$ cat config.mk
export PLATFORM = sky130hd
export DESIGN_NAME = root_result_buffer
export DESIGN_NICKNAME = d
export VERILOG_FILES = /design/src/rtl/root_result_buffer.sv
export SDC_FILE = /design/constraint.sdc
export NUM_CORES = 1
export LEC_CHECK = 0
export ABC_CLOCK_PERIOD_IN_PS = 8080
export CELL_PAD_IN_SITES_DETAIL_PLACEMENT = 0
export CELL_PAD_IN_SITES_GLOBAL_PLACEMENT = 1
export CORE_MARGIN = 3
export CORE_UTILIZATION = 48
export DETAILED_ROUTE_END_ITERATION = 6
export PLACE_DENSITY_LB_ADDON = 0.1
export SLEW_MARGIN = 20
export SYNTH_ARGS = -nofsm -noshare
export SYNTH_HDL_FRONTEND = slang
export SYNTH_SLANG_ARGS = --single-unit
$ cat constraint.sdc
create_clock -name clk -period 8.08 [get_ports clk]
set_input_delay 0.808 -clock clk [delete_from_list [all_inputs] [get_ports clk]]
set_output_delay 0.808 -clock clk [all_outputs]
set_load 0.1 [all_outputs]
$ cat src/rtl/root_result_buffer.sv
// root_result_buffer
//   Captures square-root stage results on the rising edge of ready_i,
//   checks each result against its operand (remainder within 0..2*root)
//   and queues root/remainder/error entries in a small FIFO.
//
// Ports
//   clk        : single clock, rising-edge state updates
//   rst        : synchronous, active-high reset
//   valor_i    : 16-bit operand presented to the square-root stage
//   root_i     : 8-bit root produced by the square-root stage
//   ready_i    : completion level; only its 0->1 transition captures
//   accept_i   : downstream ready; pops the head when valid_o is high
//   valid_o    : head entry available
//   root_o     : head root (0 when empty)
//   rem_o      : head remainder, 9'h1FF on error (0 when empty)
//   err_o      : head failed the consistency check (0 when empty)
//   count_o    : occupied entries, 0..DEPTH
//   overflow_o : sticky, set when a capture was dropped on a full FIFO
module root_result_buffer #(
  parameter int DEPTH = 4
) (
  input  logic                     clk,
  input  logic                     rst,
  input  logic [15:0]              valor_i,
  input  logic [7:0]               root_i,
  input  logic                     ready_i,
  input  logic                     accept_i,
  output logic                     valid_o,
  output logic [7:0]               root_o,
  output logic [8:0]               rem_o,
  output logic                     err_o,
  output logic [$clog2(DEPTH):0]   count_o,
  output logic                     overflow_o
);

  localparam int AW = $clog2(DEPTH);
  localparam int CW = AW + 1;

  logic          ready_prev;
  logic          cap;
  logic          s1_valid;
  logic [15:0]   s1_valor;
  logic [7:0]    s1_root;

  logic [15:0]        sq;
  logic signed [16:0] rem;
  logic               err;
  logic [8:0]         rem_st;
  logic [17:0]        entry;

  logic [17:0]   mem [DEPTH];
  logic [AW-1:0] wr_ptr;
  logic [AW-1:0] rd_ptr;
  logic [CW-1:0] count;
  logic          overflow;
  logic          full;
  logic          empty;
  logic          pop;
  logic          wr;
  logic [17:0]   head;

  assign cap = ready_i & ~ready_prev;

  // Remainder is signed so an undersized operand (sq > valor) shows up as
  // negative; both error conditions then reduce to range checks.
  always_comb begin
    sq     = 16'(s1_root) * 16'(s1_root);
    rem    = $signed({1'b0, s1_valor}) - $signed({1'b0, sq});
    err    = (sq > s1_valor) || (rem > $signed({8'b0, s1_root, 1'b0}));
    rem_st = err ? 9'h1FF : rem[8:0];
    entry  = {err, rem_st, s1_root};
  end

  assign full  = (count == CW'(DEPTH));
  assign empty = (count == '0);
  assign pop   = ~empty & accept_i;
  // A pop on the same edge frees the slot, so a full FIFO still accepts.
  assign wr    = s1_valid & (~full | pop);

  always_ff @(posedge clk) begin
    if (rst) begin
      ready_prev <= 1'b1;
      s1_valid   <= 1'b0;
      wr_ptr     <= '0;
      rd_ptr     <= '0;
      count      <= '0;
      overflow   <= 1'b0;
    end else begin
      ready_prev <= ready_i;
      s1_valid   <= cap;
      if (wr)  wr_ptr <= wr_ptr + 1'b1;
      if (pop) rd_ptr <= rd_ptr + 1'b1;
      case ({wr, pop})
        2'b10:   count <= count + 1'b1;
        2'b01:   count <= count - 1'b1;
        default: count <= count;
      endcase
      if (s1_valid && !wr) overflow <= 1'b1;
    end
  end

  always_ff @(posedge clk) begin
    if (cap) begin
      s1_valor <= valor_i;
      s1_root  <= root_i;
    end
  end

  always_ff @(posedge clk) begin
    if (!rst && wr) mem[wr_ptr] <= entry;
  end

  assign head = mem[rd_ptr];

  always_comb begin
    valid_o    = ~empty;
    root_o     = '0;
    rem_o      = '0;
    err_o      = 1'b0;
    if (!empty) begin
      root_o = head[7:0];
      rem_o  = head[16:8];
      err_o  = head[17];
    end
    count_o    = count;
    overflow_o = overflow;
  end

endmodule
Word level (Yosys, flattened, before mapping). Memory sizes are Yosys's and may differ from the RTL's. A register that Yosys moved wholly into a read port is not among the register bits. Cells that the tools add are included.

Flip-flop bits (word level): 34. Memory bits (writable): 72. Input port bits: 28. Output and inout bits: 23. Logic and storage cells: 43. Memories kept: 1.

Memories: mem (words 4, width 18, read ports 1, clocked after memory_dff 1, write ports 1, RTL line 51) `logic [17:0] mem [DEPTH];`.

$add $sub $neg: 5. $mul: 1. $lt $le $gt $ge: 2. Equal/unequal tests: 3. Muxes and demuxes: 9. Bitwise operators: 7. Reductions and logical operators: 7.

Operator list (number): 9-bit 2-to-1 mux (2); 17-bit by 10-bit greater-than comparator with 1-bit output (1); 16-bit by 16-bit subtractor with 17-bit output (1); 16-bit greater-than comparator (1); 8-bit by 8-bit multiplier with 16-bit output (1); 8-bit 2-to-1 mux (1); 3-bit case mux with 2 select lines (1); 2-bit by 1-bit adder with 2-bit output, second input constant (2); 2-bit 2-to-1 mux (2); 3-bit by 1-bit adder with 3-bit output, second input constant (1); 1-bit AND (3); 3-bit equality test, second input constant (1); 3-bit zero test (1); 1-bit 2-to-1 mux (3); 1-bit inverter (3); 3-bit by 1-bit subtractor with 3-bit output, second input constant (1); 2-bit by 1-bit equality test with 1-bit output, second input constant (1); 2-bit equality test, second input constant (1); 1-bit logical AND (2); 1-bit zero test (2); 2-bit nonzero test (1); 1-bit logical OR (1); 1-bit bitwise OR (1).

Logic depth before layout (Yosys ltp).
Depth after elaboration: 8. Mapped depth: 29.

Least setup slack after synthesis. OpenSTA, ideal clock, no wires.

Kind: register to register. From: register s1_root[5]. To: memory mem[0][10], data pin. Setup time: 0.287 ns. Arrival time: 6.106 ns. Data required time: 7.793 ns. Path slack: 1.686 ns. Stages on the path, launching flop included: 25. Buffers on the path: 1. Period minus slack after synthesis: 6.394 ns. Path through: edfxtp_1 > clkinv_1 > nor2_1 > fa_1 > fa_1 > inv_1 > fa_1 > fa_1 > inv_1 > ha_1 > a21oi_1 > o21ba_2 > o21ai_0 > nor2_1 > xor2_1 > ha_1 > clkbuf_1 > nand3b_1 > o2111ai_1 > a31oi_1 > o2111ai_1 > a311oi_1 > nand4_2 > nor4_4 > o21bai_1.

Cells in the longest elaborated chain, start to end: 5. Elaborated cells on any way between the ends: 6. Classes of those cells: add/sub: 1; mul: 1; order compare: 2; mux: 1; reduce/logical: 1.

RTL lines: start, declared (RTL line 43) `logic [7:0] s1_root;`; start signal, assigned (RTL line 105) `s1_root <= root_i;`; 8-bit by 8-bit multiplier with 16-bit output (RTL line 67) `sq = 16'(s1_root) * 16'(s1_root);`; 16-bit by 16-bit subtractor with 17-bit output (RTL line 68) `rem = $signed({1'b0, s1_valor}) - $signed({1'b0, sq});`; 17-bit by 10-bit greater-than comparator with 1-bit output (RTL line 69) `err = (sq > s1_valor) || (rem > $signed({8'b0, s1_root, 1'b0}));`; 1-bit logical OR * (RTL line 69); 9-bit 2-to-1 mux * (RTL line 70) `rem_st = err ? 9'h1FF : rem[8:0];`; net rem_st[2] (RTL line 48) `logic [8:0] rem_st;`; end, declared (RTL line 51).

Mark *: on every way through the listed nets, which the timed path passes. The rest lies on a longest branch.

Final worst setup path.
From: register s1_root[1]. To: memory mem[3][11], data pin.

Cells in the longest elaborated chain, start to end: 5. Elaborated cells on any way between the ends: 6. Classes of those cells: add/sub: 1; mul: 1; order compare: 2; mux: 1; reduce/logical: 1.

RTL lines (RTL line): 8-bit by 8-bit multiplier with 16-bit output (67); 16-bit by 16-bit subtractor with 17-bit output (68); 17-bit by 10-bit greater-than comparator with 1-bit output (69); 1-bit logical OR (69); 9-bit 2-to-1 mux * (70); net rem_st[3] (48).

Marks and branches as above.

==> summary.txt <==
Run status
  • Status: finished clean

STA
  • Final period utilization: 91.9%
  • Hold Vio Cnt, Final: 0
  • Clock period minus final worst setup slack: 7.42 ns
  • Final setup viols: 0
  • Final setup margin: 0.658 ns
  • Max frequency: 135 MHz
  • Layout Skew: 0.00994 ns
  • Max-slew violations: 0
  • Worst-margin pin slew: 1.05 ns
  • Fin Hold WS: 0.490 ns
  • Unrepaired setup endpoints after global routing: false
  • Setup Total Neg Slack: 0 ns
  • Slew HR: 30.2%

Worst hold path
  • Hold Path Class: reg -> reg
  • Hold_sp: overflow_o
  • Hold depth: 2
  • Min-Delay Endpoint: overflow_o

Flow run
  • Max-Cap Viols: 0

Routing
  • Via Count: 4253
  • Antenna-violating nets left: 0
  • Initial DRC count: 234
  • WL per Instance: 17.5 um
  • Final WL: 13700 um
  • Vias/cell: 5.44
  • DR DRC count: 0
  • Total iterations of the first detailed-routing run: 5

Layout
  • Commonest cells after routing, fill and taps aside: edfxtp_1, inv_1, ha_1, clkdlybuf4s50_1, nor2_1
  • Reg area: 3120 um^2
  • Final nets: 712
  • Filler cell count: 1113
  • Non-Filler Cell Area, Final: 7730 um^2
  • Final std cells w/o fill: 782
  • Most common cell after layout, fill and taps aside: edfxtp_1
  • Diode count: 0
  • Share of cells above drive strength 1: 8.75%
  • Synth-to-Final Area Change: 14.6%
  • Util after Layout: 57.2%
  • Footprint of the multi-input gates: 3340 um^2

Floorplan
  • Die X: 125 um
  • Starting Density: 49.9%
  • Ports: 51
  • Die Span Y: 125 um
  • FP Rows: 42
  • Full die area: 15500 um^2
  • CORE AREA: 13500 um^2

Synth
  • Post-Syn Nets: 663
  • Syn Inst Count: 552
  • Unique cell type count in the Yosys netlist: 67
  • Synthesized flop and latch total: 108
  • Asr flop ratio synth: 0%
  • Mean Syn Cell Area: 12.2 um^2
  • Area of the mapped netlist: 6740 um^2
  • EDFF count, synth: 96
  • Synth Flop Type: edfxtp_1
  • Sequential cell area fraction in the yosys report: 46.3%
  • Synth warn: 0

Global route
  • Pin count of the biggest net entering global routing: 26
  • GRT Resource Usage Total: 18.3%
  • Met2 Usage GRT: 30.1%
  • Total grt overflow: 0
  • Met3 usage: 2.87%
  • Antenna violations before repair: 0
  • GR peak layer: met2
  • First-pass GRT wire length: 22500 um
  • Vias in the first global route: 4332
  • M1 GR Usage: 25.0%

Clock tree
  • Worst-skew pair later-pin latency: 0.36 ns
  • Reg clk slew, reported paths: 0.08 ns
  • Number of H-tree levels: 3
  • Resized Gates After CTS: 0
  • TritonCTS buffer count: 9
  • TritonCTS clock tree: yes
  • Postcts setup bufs: 0
  • Clk sink count: 108
  • CTS max path bufs: 2
  • Post-CTS Hold Fix Bufs: 0
  • Clk root buf: clkbuf_16

Worst setup path
  • CP Max Fanout: 10
  • Worst r2r path cells: 25
  • Worst endpoint required time: 8.14 ns
  • Critical path arrival: 7.48 ns
  • Setup crit end kind: register
  • R2r startpoint: s1_root[1]
  • RR Endpoint: mem[3][11]
  • Setup CP Type: reg -> reg
  • R2R setup slack: 0.66 ns
  • Startpoint types: register

Place
  • Port Buffers: 50
  • Placement Setup Slack: 0.566 ns
  • DP Area: 7430 um^2
  • DP HPWL: 10100 um
  • GPL Wtd Cong: 0.896
  • Placed cells: 766

Power and ir drop
  • Pwr dens: 228 nW/um^2
  • Maximum vdd drop: 158 uV
  • Power, Total: 1.76 mW
  • Leak Pwr: 2.88 nW
-- report_power, final --
group	switching [mW]	internal [mW]
sequential	0.00589	0.617
combinational	0.421	0.271
clock	0.212	0.234
total	0.639	1.12
-- sequential cells by signal (all words and copies together), names as in the netlist, named ones only --
register / cells
mem: 72
s1_valor: 16
s1_root: 8
count_o: 3
rd_ptr: 2
wr_ptr: 2
overflow_o: 1
ready_prev: 1
s1_valid: 1
-- metal layers --
layer,wire length (um),share of wire [%],up-vias
li1,-,-,2092
met1,6320,46,2055
met2,6720,49,90
met3,425,3.1,16
met4,217,1.6,0
met5,0,0,-
-- cells by family (layout without fill, tap and decap cells) --
kind of cell | count (synthesis) | count (layout) | synth area share, %
AOI/OAI and AO/OA | 89 | 89 | 9.43
xor gates and xnor gates | 29 | 29 | 3.77
adders and majority gates | 83 | 83 | 18.2
buffers and inverters | 75 | 129 | 4.21
DFF | 108 | 108 | 46.3
muxes | 20 | 20 | 6.31
and+or+nand+nor | 148 | 148 | 11.8
-- cell usage after synthesis, types with 2 or more instances --
cell type  count  area (um^2)
dfxtp_1       12          240
and2_1        29          181
nor2b_1        4         25.0
clkbuf_1      11         41.3
o41ai_1        2         17.5
nor2_1        46          173
o21a_1         6         45.0
edfxtp_1      96         2880
a21oi_1       20          100
o21bai_1       8         60.1
mux2i_1        2         20.0
or3_1          3         18.8
nand3_1        9         45.0
or2_2          3         18.8
o2111ai_1      2         17.5
a21o_1         3         22.5
nand2_1       22         82.6
mux4_2        18          405
o211ai_1       2         15.0
o21ai_0       17         85.1
and3_1         5         31.3
clkinv_1       2         7.51
xnor2_1       21          184
nor3_1         9         45.0
nand2b_1       5         31.3
o21ai_1        2         10.0
ha_1          58          726
a31oi_1        2         12.5
fa_1          25          500
o31a_1         2         17.5
inv_1         59          221
xor2_1         8         70.1
a311oi_1       3         26.3
buf_2          2         10.0
a2111o_1       2         22.5
-- worst max-delay path, cell delays in order, from the launching register on --
cell and delay (ns):
edfxtp_1 0.52, clkinv_1 0.33, nor2_1 0.19, ha_1 0.22, inv_1 0.07, fa_1 0.48
inv_1 0.04, ha_1 0.30, fa_1 0.51, fa_1 0.48, a21o_1 0.17, a21oi_1 0.22
xnor2_1 0.11, ha_1 0.24, or3_1 0.37, nor3_2 0.28, nor3_4 0.07, xor2_1 0.21
ha_1 0.34, nand2_1 0.08, nor3_1 0.28, o2111ai_1 0.16, a311oi_1 0.37, nand4_2 0.23
nor4_4 0.59, o21bai_1 0.24
-- layout make-up --
type                       instances  share of cell area, %
clock buffer                      10                   3.24
clock inverter                     6                  0.664
inverter                          61                   2.96
multi-input combinational        369                   43.2
sequential                       108                   40.4
tap                              176                   2.85
timing repair buffer              52                   6.67
-- worst max path at each step --
stage	slack, ns	depth (start not counted)	start	endpoint
3_3_place_gp	0.68	25	s1_root[1]	mem[0][10]
5_1_grt	0.02	25	s1_root[1]	mem[2][9]
3_5_place_dp	0.57	25	s1_root[1]	mem[2][11]
2_1_floorplan	1.69	24	s1_root[5]	mem[0][10]
6_report	0.66	25	s1_root[1]	mem[3][11]
4_1_cts	0.54	25	s1_root[1]	mem[3][11]
(Power assumes the default switching activity.)
